File: src/rtl/clk_div_prog.sv
// Runtime-programmable integer clock divider with 50% duty, period-aligned divisor updates and clean start/stop.
// Define CLKDIV_NEG_EN to add the negedge path that gives exact 50% duty for odd divisors.
module clk_div_prog #(
    parameter int unsigned W        = 8,
    parameter int unsigned DIV_INIT = 5
) (
    input  logic         clk,
    input  logic         rst,
    input  logic         en,
    input  logic [W-1:0] div_i,
    input  logic         div_load,
    output logic         clkout,
    output logic         tick,
    output logic         running,
    output logic [W-1:0] div_cur,
    output logic         div_err
);
    localparam int unsigned WH = W + 1;

    typedef enum logic [1:0] {IDLE, RUN, DRAIN} state_t;

    state_t       state, state_nxt;
    logic [W-1:0] cnt, cnt_nxt;
    logic [W-1:0] pending, pending_nxt;
    logic [W-1:0] div_cur_nxt;
    logic         pend_vld, pend_vld_nxt;
    logic         clkp, clkp_nxt;
    logic         tick_nxt;
    logic         div_err_nxt;
    logic         wrap;
    logic [WH-1:0] half;
    logic         run_n;
    logic         clk_odd;

    // State and datapath registers
    always_ff @(posedge clk or posedge rst) begin
        if (rst) begin
            state    <= IDLE;
            cnt      <= '0;
            pending  <= '0;
            pend_vld <= 1'b0;
            div_cur  <= W'(DIV_INIT);
            clkp     <= 1'b0;
            tick     <= 1'b0;
            running  <= 1'b0;
            div_err  <= 1'b0;
        end else begin
            state    <= state_nxt;
            cnt      <= cnt_nxt;
            pending  <= pending_nxt;
            pend_vld <= pend_vld_nxt;
            div_cur  <= div_cur_nxt;
            clkp     <= clkp_nxt;
            tick     <= tick_nxt;
            running  <= (state_nxt != IDLE);
            div_err  <= div_err_nxt;
        end
    end

    // Next-state, counter and divisor-update logic
    always_comb begin
        state_nxt    = state;
        cnt_nxt      = cnt;
        clkp_nxt     = clkp;
        div_cur_nxt  = div_cur;
        pending_nxt  = pending;
        pend_vld_nxt = pend_vld;
        div_err_nxt  = div_err;
        wrap         = (cnt == div_cur - W'(1));
        half         = (WH'(div_cur) + WH'(1)) >> 1;

        unique case (state)
            IDLE: begin
                if (pend_vld) begin
                    div_cur_nxt  = pending;
                    pend_vld_nxt = 1'b0;
                end
                cnt_nxt = '0;
                if (en) begin
                    state_nxt = RUN;
                    clkp_nxt  = 1'b1;
                end else begin
                    clkp_nxt  = 1'b0;
                end
            end
            RUN, DRAIN: begin
                if (wrap) begin
                    cnt_nxt = '0;
                    if (pend_vld) begin
                        div_cur_nxt  = pending;
                        pend_vld_nxt = 1'b0;
                    end
                    if (en) begin
                        state_nxt = RUN;
                        clkp_nxt  = 1'b1;
                    end else begin
                        state_nxt = IDLE;
                        clkp_nxt  = 1'b0;
                    end
                end else begin
                    cnt_nxt   = cnt + W'(1);
                    clkp_nxt  = (WH'(cnt_nxt) < half);
                    state_nxt = en ? RUN : DRAIN;
                end
            end
            default: begin
                state_nxt = IDLE;
                clkp_nxt  = 1'b0;
            end
        endcase

        // A load overrides pending after any apply this cycle, so it waits for the following wrap
        if (div_load) begin
            if (div_i != '0) begin
                pending_nxt  = div_i;
                pend_vld_nxt = 1'b1;
                div_err_nxt  = 1'b0;
            end else begin
                div_err_nxt  = 1'b1;
            end
        end

        tick_nxt = (state_nxt != IDLE) && (cnt_nxt == '0);
    end

    // Gate for N==1 changes only while clk is low
    always_ff @(negedge clk or posedge rst) begin
        if (rst) run_n <= 1'b0;
        else     run_n <= running;
    end

`ifdef CLKDIV_NEG_EN
    logic clkn;

    always_ff @(negedge clk or posedge rst) begin
        if (rst) clkn <= 1'b0;
        else     clkn <= clkp;
    end

    assign clk_odd = clkp & clkn;
`else
    assign clk_odd = clkp;
`endif

    // Output selection by divisor class
    always_comb begin
        if (div_cur == W'(1))
            clkout = clk & run_n;
        else if (div_cur[0])
            clkout = clk_odd;
        else
            clkout = clkp;
    end

endmodule
File: config.mk
export PLATFORM = sky130hd
export DESIGN_NAME = clk_div_prog
export DESIGN_NICKNAME = d
export VERILOG_FILES = /design/src/rtl/clk_div_prog.sv
export SDC_FILE = /design/constraint.sdc
export NUM_CORES = 1
export LEC_CHECK = 0
export BUFFER_PORTS_ARGS = -buffer_cell sky130_fd_sc_hd__buf_2
export CORE_MARGIN = 1.5
export CORE_UTILIZATION = 50
export CTS_BUF_LIST = sky130_fd_sc_hd__clkbuf_2
export CTS_CLUSTER_SIZE = 25
export DETAILED_ROUTE_END_ITERATION = 8
export HOLD_SLACK_MARGIN = 0.08
export PLACE_DENSITY_LB_ADDON = 0.3
export SYNTH_ARGS = -nofsm -noshare
export SYNTH_HDL_FRONTEND = slang
export SYNTH_SLANG_ARGS = --single-unit
File: constraint.sdc
create_clock -name clk -period 2.6 [get_ports clk]
set_clock_uncertainty 0.1 [all_clocks]
set_input_delay 0.26 -clock clk [delete_from_list [all_inputs] [get_ports clk]]
set_output_delay 0.26 -clock clk [all_outputs]
set_load 0.005 [all_outputs]
==> PnR_summary.wiki, run 1 <==
{| class="wikitable"
! Metric !! Value
|-
| Drt drc || 0
|-
| Worst Path Arrival || 2.41 ns
|-
| Total GRT Usage || 0.237
|-
| Area Overhead vs Synth || 28.3%
|-
| Worst slack, placed || -0.0498 ns
|-
| Final number of hold-violating endpoints || 0
|-
| Violated checks || setup timing
|-
| Actual slew at the worst max-slew pin || 0.644 ns
|-
| Final cell utilization of the core || 0.683
|-
| Share of synthesized area occupied by flip-flops and latches || 0.367
|-
| Number of maximum-capacitance constraint violations || 0
|-
| FF+latch count, synth || 32
|-
| Worst EP required || 2.24 ns
|-
| Nature of the critical path endpoint || output pin
|-
| Setup Viol. Count Final || 2
|-
| Global-route wire length before repair || 9.07 mm
|-
| Pins over their slew limit || 0
|-
| Routed wire length || 5.38 mm
|-
| Synth top area share || 0.331
|-
| Power per cell area || 1040 nW/µm²
|-
| Ratio of routed vias to standard cells || 5.64
|-
| GRT Residual Overflow || 0
|-
| Die H || 69.2 µm
|-
| Starting density of the core || 0.532
|-
| Antenna violations before repair || 0
|-
| Clock tree from TritonCTS || yes
|-
| Peak supply drop || 0.655 mV
|-
| Die W || 69.2 µm
|-
| Largest net degree at the start of global routing || 32
|-
| Clock latency on the worst-skew pair || 0.46 ns
|-
| Commonest cells after routing, fill and taps aside || sky130_fd_sc_hd__nand2_1, sky130_fd_sc_hd__dfrtp_1, sky130_fd_sc_hd__buf_2, sky130_fd_sc_hd__buf_4, sky130_fd_sc_hd__dlygate4sd3_1
|-
| Routed length per instance || 15.5 µm
|-
| Count of mapped cells out of synthesis || 233
|-
| First-pass DRT Iterations || 4
|-
| Die area || 4790 µm²
|-
| Routability congestion estimate || 0.950
|-
| Number of distinct library cells after synthesis || 48
|-
| Final design area excluding fillers || 2810 µm²
|-
| Top_reg_cell synth || sky130_fd_sc_hd__dfrtp_1
|-
| Final net count || 322
|-
| Path category of the worst min-delay check || input port to asynchronous set/reset pin
|-
| RSZ-0062 raised after global routing || true
|-
| Post-DP Area || 2480 µm²
|-
| Critical path start-end classification || flip-flop to output pin
|-
| Antenna violation net count after detailed routing || 0
|-
| Antenna diode count || 0
|-
| Port Buffers || 23
|-
| Minimum hold slack || 0.318 ns
|-
| Critical path startpoint category || flip-flop
|-
| Share of async-settable or async-resettable flops after synthesis || 1.00
|-
| Slew margin rel. || 0.568
|-
| Via count || 1961
|-
| Number of enable flip-flop cells after synthesis || 0
|-
| Ranking of synthesized cells by area || sky130_fd_sc_hd__dfrtp_1, sky130_fd_sc_hd__ha_1, sky130_fd_sc_hd__xnor2_1
|-
| Lkg Pwr || 1.36 nW
|-
| Result of the run || complete, but fails checks
|-
| Placed wire-length estimate || 3.48 mm
|-
| DRC violation total after the first TritonRoute iteration || 126
|-
| Core outline area || 4120 µm²
|-
| Clock-pin slew on the worst setup and hold paths || 0.18 ns
|-
| Average cell area after synthesis || 9.40 µm²
|-
| Share of final-layout standard cells stronger than drive strength 1 || 0.279
|-
| Setup WS post-layout || -0.170 ns
|-
| Most frequent standard cell in the layout excluding fill and tap cells || sky130_fd_sc_hd__nand2_1
|-
| Combined area of all synthesized cells || 2190 µm²
|-
| Post-Syn Nets || 258
|-
| Via count of the first global-routing pass || 1910
|-
| Cell taking the most area after synthesis || sky130_fd_sc_hd__dfrtp_1
|-
| Maximum fanout along the worst path || 1
|-
| FP Rows || 23
|-
| I/O pin total || 24
|-
| Warnings, synthesis || 0
|-
| Fill cell count || 293
|}
[per-layer routing]
metal / vias up / wire length [µm] / global-route usage
met5: - / 0 / 0
met4: 0 / 80 / 0.0719
met3: 12 / 238 / 0.0596
met2: 61 / 2640 / 0.381
met1: 952 / 2420 / 0.316
li1: 936 / - / -
[cell families (layout without fill, tap and decap cells)]
family / count (synthesis) / in the layout / share of synthesized area
flip-flops: 32 / 32 / 0.367
buffers and inverters: 22 / 87 / 0.0434
adder cells (fa/ha/maj): 13 / 13 / 0.0742
AND/OR/NAND/NOR: 95 / 95 / 0.231
AO/OA/AOI/OAI: 36 / 36 / 0.119
multiplexers: 8 / 8 / 0.0548
XOR/XNOR: 27 / 27 / 0.111
[final cells by class]
cell class / count / area (µm²) / share of cell area
Clock buffer: 9 / 45.0 / 0.0160
Timing Repair Buffer: 66 / 504 / 0.179
Inverter: 9 / 33.8 / 0.0120
Tap cell: 50 / 62.6 / 0.0223
Clock inverter: 3 / 13.8 / 0.00490
Multi-Input combinational cell: 179 / 1350 / 0.479
Sequential cell: 32 / 805 / 0.286
[registers in the layout, summed over array words and instances (netlist names)]
signal and flops:
cnt 8, div_cur 8, pending 8, state 2, clk_odd 1, div_err 1, pend_vld 1, run_n 1
running 1, tick 1
[worst paths after layout]
kind	cells after the start	from	slack (ns)	to
setup / recovery	3	run_n$_DFF_NP0_	-0.17	clkout
min in group clk	2	pending[4]$_DFFE_PP0P_	0.41	pending[4]$_DFFE_PP0P_
hold reg to reg	2	pending[4]$_DFFE_PP0P_	0.41	pending[4]$_DFFE_PP0P_
hold / removal	4	rst	0.32	cnt[5]$_DFF_PP0_
max in group asynchronous	3	rst	0.99	run_n$_DFF_NP0_
setup reg to reg	8	div_cur[3]$_DFFE_PP0P_	0.05	div_cur[6]$_DFFE_PP0P_
[critical path, cell delays in order, from the launching register on]
cell and delay [ns]:
sky130_fd_sc_hd__dfrtn_1 0.41, sky130_fd_sc_hd__nand3_1 0.07, sky130_fd_sc_hd__o21ai_1 0.09, sky130_fd_sc_hd__buf_2 0.12
[repair_timing]
action / 4_1_cts / 5_1_grt
pin swaps: 2 / 4
hold buffers: 19 / 0
hold endpoints to repair: 43 / 0
setup endpoints to repair: 10 / 13
gates resized for setup: 4 / 9
buffers inserted: 1 / 1
[stage by stage]
stage	std cells	setup TNS [ns]	power [mW]
global placement	316	-0.122	2.41
detailed placement	316	-0.140	2.42
floorplan	233	-0.124	1.97
finish	348	-0.170	2.92
global route	348	-0.249	3.12
CTS	347	-0.205	2.81
[synthesized netlist by cell type, types with 2 or more instances]
| cell | n |
|---|---|
| sky130_fd_sc_hd__nand2_1 | 33 |
| sky130_fd_sc_hd__dfrtp_1 | 29 |
| sky130_fd_sc_hd__xnor2_1 | 15 |
| sky130_fd_sc_hd__ha_1 | 13 |
| sky130_fd_sc_hd__nand3_1 | 11 |
| sky130_fd_sc_hd__xor2_1 | 11 |
| sky130_fd_sc_hd__clkbuf_1 | 10 |
| sky130_fd_sc_hd__nor2_1 | 10 |
| sky130_fd_sc_hd__inv_1 | 9 |
| sky130_fd_sc_hd__o21ai_0 | 9 |
| sky130_fd_sc_hd__mux2_4 | 8 |
| sky130_fd_sc_hd__nor3_1 | 8 |
| sky130_fd_sc_hd__a21oi_1 | 6 |
| sky130_fd_sc_hd__a21o_1 | 5 |
| sky130_fd_sc_hd__and3_1 | 5 |
| sky130_fd_sc_hd__or3_1 | 5 |
| sky130_fd_sc_hd__nand2b_1 | 3 |
| sky130_fd_sc_hd__nor2b_1 | 3 |
| sky130_fd_sc_hd__a211oi_1 | 2 |
| sky130_fd_sc_hd__a21boi_0 | 2 |
| sky130_fd_sc_hd__and2_1 | 2 |
| sky130_fd_sc_hd__dfstp_2 | 2 |
| sky130_fd_sc_hd__nand3b_1 | 2 |
| sky130_fd_sc_hd__nand4_1 | 2 |
| sky130_fd_sc_hd__nor3b_1 | 2 |
| sky130_fd_sc_hd__nor4_1 | 2 |
| sky130_fd_sc_hd__nor4b_1 | 2 |
| sky130_fd_sc_hd__o21bai_1 | 2 |
[power breakdown]
group | internal, mW | total, mW | switching, mW
logic | 0.941 | 1.83 | 0.891
registers | 0.658 | 0.789 | 0.131
clock network | 0.101 | 0.301 | 0.201
No activity file was read; power rests on OpenSTA's default activity.
==> run 2, diff against run 1 <==
Settings changed: PLACE_DENSITY from default to 0.71, PLACE_DENSITY_LB_ADDON 0.3 to default, RECOVER_POWER from default to 25, TNS_END_PERCENT from default to 5.
==> PnR_summary.wiki, run 2 (synthesis gave the netlist of run 1 again) <==
{| class="wikitable"
! Metric !! Value
|-
| Result of the run || complete, but fails checks
|-
| Violated checks || capacitance limit, slew limit, setup timing
|-
| Core outline area || 4120 µm²
|-
| Peak supply drop || 0.770 mV
|-
| Total GRT Usage || 0.234
|-
| Port Buffers || 23
|-
| Critical path origin || run_n$_DFF_NP0_
|-
| Share of final-layout standard cells stronger than drive strength 1 || 0.259
|-
| Seq pwr share || 0.273
|-
| Internal power || 1.67 mW
|-
| Largest registers ranked by flip-flop count || cnt x8, div_cur x8, pending x8
|-
| Global-route wire length before repair || 8.78 mm
|-
| Critical path start-end classification || flip-flop to output pin
|-
| Antenna diode count || 0
|-
| First-pass DRT Iterations || 4
|-
| Setup Viol. Count Final || 2
|-
| FP Rows || 23
|-
| CP endpoint || clkout
|-
| Starting density of the core || 0.532
|-
| Combinational share of power || 0.618
|-
| Critical path startpoint category || flip-flop
|-
| R2R Path End || div_cur[6]$_DFFE_PP0P_
|-
| Clock latency on the worst-skew pair || 0.47 ns
|-
| Switching portion of total power || 0.424
|-
| Post-DP Area || 2480 µm²
|-
| R2R cell count || 8
|-
| Maximum fanout along the worst path || 1
|-
| Nature of the critical path endpoint || output pin
|-
| Buffers inserted during post-CTS setup optimization || 0
|-
| Setup WS post-layout || -0.154 ns
|-
| Net switching power of the design || 1.23 mW
|-
| Die area || 4790 µm²
|-
| Lkg Pwr || 1.33 nW
|-
| Clock tree from TritonCTS || yes
|-
| GRT Residual Overflow || 0
|-
| Worst Path Arrival || 2.39 ns
|-
| Worst r2r src || div_cur[2]$_DFFE_PP1P_
|-
| Via count || 1894
|-
| Setup TNS after final layout || -0.154 ns
|-
| Pins over their slew limit || 32
|-
| Number of maximum-capacitance constraint violations || 1
|-
| Routability congestion estimate || 0.941
|-
| Most frequent standard cell in the layout excluding fill and tap cells || sky130_fd_sc_hd__nand2_1
|-
| Power per cell area || 1050 nW/µm²
|-
| Antenna violation net count after detailed routing || 0
|-
| Drt drc || 0
|-
| Largest net degree at the start of global routing || 32
|-
| Via count of the first global-routing pass || 1830
|-
| Pwr Total || 2.90 mW
|-
| Routed length per instance || 15.8 µm
|-
| Worst EP required || 2.24 ns
|-
| Portion of total power attributed to the clock network || 0.109
|-
| Slew margin rel. || -0.126
|-
| Area Overhead vs Synth || 26.3%
|-
| Final design area excluding fillers || 2770 µm²
|-
| Final net count || 318
|-
| RSZ-0062 raised after global routing || true
|-
| Die H || 69.2 µm
|-
| Placed wire-length estimate || 3.51 mm
|-
| Path category of the worst min-delay check || flip-flop to flip-flop
|-
| I/O pin total || 24
|-
| Commonest cells after routing, fill and taps aside || sky130_fd_sc_hd__nand2_1, sky130_fd_sc_hd__dfrtp_1, sky130_fd_sc_hd__buf_2
|-
| Ratio of routed vias to standard cells || 5.51
|-
| DRC violation total after the first TritonRoute iteration || 125
|-
| Die W || 69.2 µm
|-
| Clock-pin slew on the worst setup and hold paths || 0.17 ns
|-
| Worst reg2reg setup slack || 0.04 ns
|-
| Routed wire length || 5.43 mm
|-
| Final number of hold-violating endpoints || 0
|-
| Actual slew at the worst max-slew pin || 1.69 ns
|-
| Antenna violations before repair || 0
|-
| Final cell utilization of the core || 0.672
|}
run 2: changes by cell type in the layout (fill, tap and decap cells not counted):
cell / before / now
sky130_fd_sc_hd__a211oi_1: 2 / 1
sky130_fd_sc_hd__buf_4: 23 / 19
sky130_fd_sc_hd__clkbuf_1: 0 / 1
sky130_fd_sc_hd__ha_1: 11 / 13
sky130_fd_sc_hd__dfrtp_1: 28 / 29
sky130_fd_sc_hd__clkinv_2: 2 / 0
sky130_fd_sc_hd__clkinvlp_4: 0 / 2
sky130_fd_sc_hd__ha_2: 1 / 0
sky130_fd_sc_hd__buf_6: 1 / 0
sky130_fd_sc_hd__dfrtp_2: 1 / 0
sky130_fd_sc_hd__ha_4: 1 / 0
sky130_fd_sc_hd__a211oi_2: 0 / 1
run 2: layout make-up:
cell class              count  area [µm²]
clock buffers               9        45.0
clock inverters             3        18.8
fillers                   333        1350
inverters                   9        33.8
multi-input cells         179        1340
flip-flops and latches     32         803
well taps                  50        62.6
repair buffers             62         467
run 2: how the worst min path moves through the flow:
| stage | from | endpoint | slack, ns | cells after the start |
|---|---|---|---|---|
| floorplan | rst | clk_odd$_DFF_PP0_ | 0.27 | 1 |
| global placement | rst | state[0]$_DFF_PP0_ | 0.31 | 3 |
| detailed placement | rst | running$_DFF_PP0_ | 0.31 | 3 |
| CTS | rst | running$_DFF_PP0_ | 0.32 | 4 |
| global route | pending[1]$_DFFE_PP0P_ | div_cur[1]$_DFFE_PP0P_ | 0.43 | 1 |
| finish | pending[1]$_DFFE_PP0P_ | pending[1]$_DFFE_PP0P_ | 0.40 | 2 |
run 2: metal layers:
metal,routed length [µm],up-vias,share of wire,track usage
met5,0,-,0,0
met1,2480,909,0.46,0.302
met4,87,0,0.016,0.0719
met3,186,13,0.034,0.0640
li1,-,927,-,-
met2,2680,45,0.49,0.384
run 2: worst max-delay path: stages (launching register included):
cell                      delay (ns)
sky130_fd_sc_hd__dfrtn_1        0.42
sky130_fd_sc_hd__nand3_1        0.06
sky130_fd_sc_hd__o21ai_1        0.07
sky130_fd_sc_hd__buf_2          0.12
run 2: through the flow:
stage          instances  setup slack (ns)  hold slack, ns
2_1_floorplan        233           -0.0207           0.265
3_3_place_gp         314            0.0368           0.305
3_5_place_dp         314           -0.0282           0.306
4_1_cts              344            -0.177           0.322
5_1_grt              344            -0.236           0.430
6_report             344            -0.154           0.403
run 2: power groups by stage:
stage          Clock, mW  Sequential (mW)  Combinational, mW
6_report           0.316            0.791               1.79
5_1_grt            0.350            0.807               1.95
4_1_cts            0.315            0.783               1.70
3_5_place_dp      0.0135            0.791               1.66
3_3_place_gp      0.0135            0.787               1.63
2_1_floorplan    0.00616            0.803               1.16
run 2: timing repair:
action                                  in CTS  in global routing
gates resized for setup                      3                  7
endpoints found under the hold margin       43                  0
endpoints found under the setup margin       7                 11
hold buffers                                19                  0
pin swaps                                    0                  3
==> run 3, diff against run 2 <==
Settings changed: PLACE_DENSITY 0.71 to 0.69.
Clock period 2.6 ns to 3.5 ns, I/O delays scaled along.
==> PnR_summary.wiki, run 3 (synthesis gave the netlist of run 1 again) <==
{| class="wikitable"
! Metric !! Value
|-
| Commonest cells after routing, fill and taps aside || sky130_fd_sc_hd__nand2_1, sky130_fd_sc_hd__dfrtp_1, sky130_fd_sc_hd__buf_2
|-
| R2R Path End || div_cur[6]$_DFFE_PP0P_
|-
| Final cell utilization of the core || 0.597
|-
| Routed wire length || 4.69 mm
|-
| Nature of the critical path endpoint || output pin
|-
| Slowest cell on crit path || sky130_fd_sc_hd__dfrtn_1
|-
| CP cell instances || nand3_1, o21ai_0, buf_2
|-
| Largest net degree at the start of global routing || 32
|-
| Minimum hold slack || 0.106 ns
|-
| Final net count || 288
|-
| CP endpoint || clkout
|-
| Via count of the first global-routing pass || 1694
|-
| Drt drc || 0
|-
| Die H || 69.2 µm
|-
| Lkg Pwr || 1.19 nW
|-
| Clock latency on the worst-skew pair || 0.45 ns
|-
| Maximum single-stage delay on the critical path || 0.42 ns
|-
| Ratio of routed vias to standard cells || 5.53
|-
| Clock-pin slew on the worst setup and hold paths || 0.16 ns
|-
| Routability congestion estimate || 0.837
|-
| I/O pin total || 24
|-
| Routed length per instance || 14.9 µm
|-
| Power per cell area || 779 nW/µm²
|-
| Setup TNS after final layout || 0 ns
|-
| Starting density of the core || 0.532
|-
| Violated checks || capacitance limit, slew limit
|-
| Number of maximum-capacitance constraint violations || 1
|-
| Final design area excluding fillers || 2460 µm²
|-
| RSZ-0062 raised after global routing || false
|-
| Most frequent standard cell in the layout excluding fill and tap cells || sky130_fd_sc_hd__nand2_1
|-
| Clock tree from TritonCTS || yes
|-
| Final number of hold-violating endpoints || 0
|-
| Antenna violation net count after detailed routing || 0
|-
| Peak supply drop || 0.415 mV
|-
| Pins over their slew limit || 32
|-
| Multi-input combinational cell area || 1290 µm²
|-
| GRT Residual Overflow || 0
|-
| Placed wire-length estimate || 3.25 mm
|-
| Critical path startpoint category || flip-flop
|-
| Via count || 1736
|-
| Global-route wire length before repair || 8.07 mm
|-
| Largest registers ranked by flip-flop count || cnt x8, div_cur x8, pending x8
|-
| Result of the run || complete, but fails checks
|-
| R2R cell count || 6
|-
| Post-DP Area || 2310 µm²
|-
| Setup Viol. Count Final || 0
|-
| DRC violation total after the first TritonRoute iteration || 106
|-
| Number of instances in the placed design || 294
|-
| Fill cell count || 371
|-
| Die W || 69.2 µm
|-
| Maximum fanout along the worst path || 1
|-
| Actual slew at the worst max-slew pin || 1.71 ns
|-
| First-pass DRT Iterations || 4
|-
| Worst reg2reg setup slack || 0.67 ns
|-
| Slew margin rel. || -0.143
|-
| Critical path start-end classification || flip-flop to output pin
|-
| Antenna violations before repair || 0
|-
| Port Buffers || 23
|-
| Antenna diode count || 0
|-
| Share of final-layout standard cells stronger than drive strength 1 || 0.193
|-
| Non-Filler Instances || 314
|-
| Critical path origin || run_n$_DFF_NP0_
|-
| Total GRT Usage || 0.207
|-
| Die area || 4790 µm²
|-
| Footprint of the flip-flops and latches || 803 µm²
|-
| Worst Path Arrival || 2.87 ns
|-
| Worst EP required || 3.05 ns
|-
| Worst r2r src || div_cur[3]$_DFFE_PP0P_
|-
| Area Overhead vs Synth || 12.1%
|-
| Path category of the worst min-delay check || input port to flip-flop
|-
| FP Rows || 23
|-
| Core outline area || 4120 µm²
|}
==> run 3: cell count changes in the layout (fill, tap and decap cells not counted), sizes merged <==
cell	change
buf	-20
clkbuf	+2
clkinvlp	-2
dlygate4sd3	-10
==> run 3: critical path: cells and delay by family (launching register included) <==
kind                   cells  cell delay [ns]
buffers and inverters      1             0.13
AO/OA/AOI/OAI              1             0.10
AND/OR/NAND/NOR            1             0.06
flip-flops                 1             0.42
==> run 3: per-stage QoR <==
step / setup slack (ns) / power, mW
after floorplan: 0.700 / 1.46
after global placement: 0.691 / 1.67
after detailed placement: 0.682 / 1.69
after CTS: 0.147 / 1.92
after global routing: 0.124 / 2.07
final: 0.182 / 1.91
==> run 3: routing by layer <==
metal / vias up / GRT usage / wire length, µm
li1: 870 / - / -
met1: 828 / 0.294 / 2360
met3: 8 / 0.0465 / 156
met5: - / 0 / 0
met4: 0 / 0.0741 / 65
met2: 30 / 0.312 / 2100
==> run 3: repair_timing <==
action,4_1_cts,5_1_grt
buffers inserted,0,0
hold buffers,9,0
resized for setup,0,0
hold endpoints to repair,37,0
==> run 3: report_power, final <==
group / total, mW / switching (mW) / leakage [nW] / internal (mW)
Combinational: 1.01 / 0.495 / 0.741 / 0.519
Clock: 0.228 / 0.144 / 0.0511 / 0.0838
Sequential: 0.671 / 0.183 / 0.397 / 0.488
Total: 1.91 / 0.822 / 1.19 / 1.09
==> run 3: how the worst min path moves through the flow <==
stage / startpoint / to / slack, ns / cells after the start
final: div_load / pending[4]$_DFFE_PP0P_ / 0.11 / 3
after global routing: div_load / pending[6]$_DFFE_PP0P_ / 0.11 / 3
after detailed placement: pending[6]$_DFFE_PP0P_ / pending[6]$_DFFE_PP0P_ / 0.36 / 2
after global placement: div_err$_DFFE_PP0P_ / div_err$_DFFE_PP0P_ / 0.36 / 1
after floorplan: pending[0]$_DFFE_PP0P_ / pending[0]$_DFFE_PP0P_ / 0.35 / 2
after CTS: div_load / pending[4]$_DFFE_PP0P_ / 0.09 / 3
==> run 3: cell type report <==
| class | instances | share of cell area |
|---|---|---|
| Clock buffer | 11 | 0.0224 |
| Timing Repair Buffer | 32 | 0.0830 |
| Multi-Input combinational cell | 179 | 0.526 |
| Clock inverter | 1 | 0.00204 |
| Tap cell | 50 | 0.0255 |
| Sequential cell | 32 | 0.327 |
| Inverter | 9 | 0.0138 |
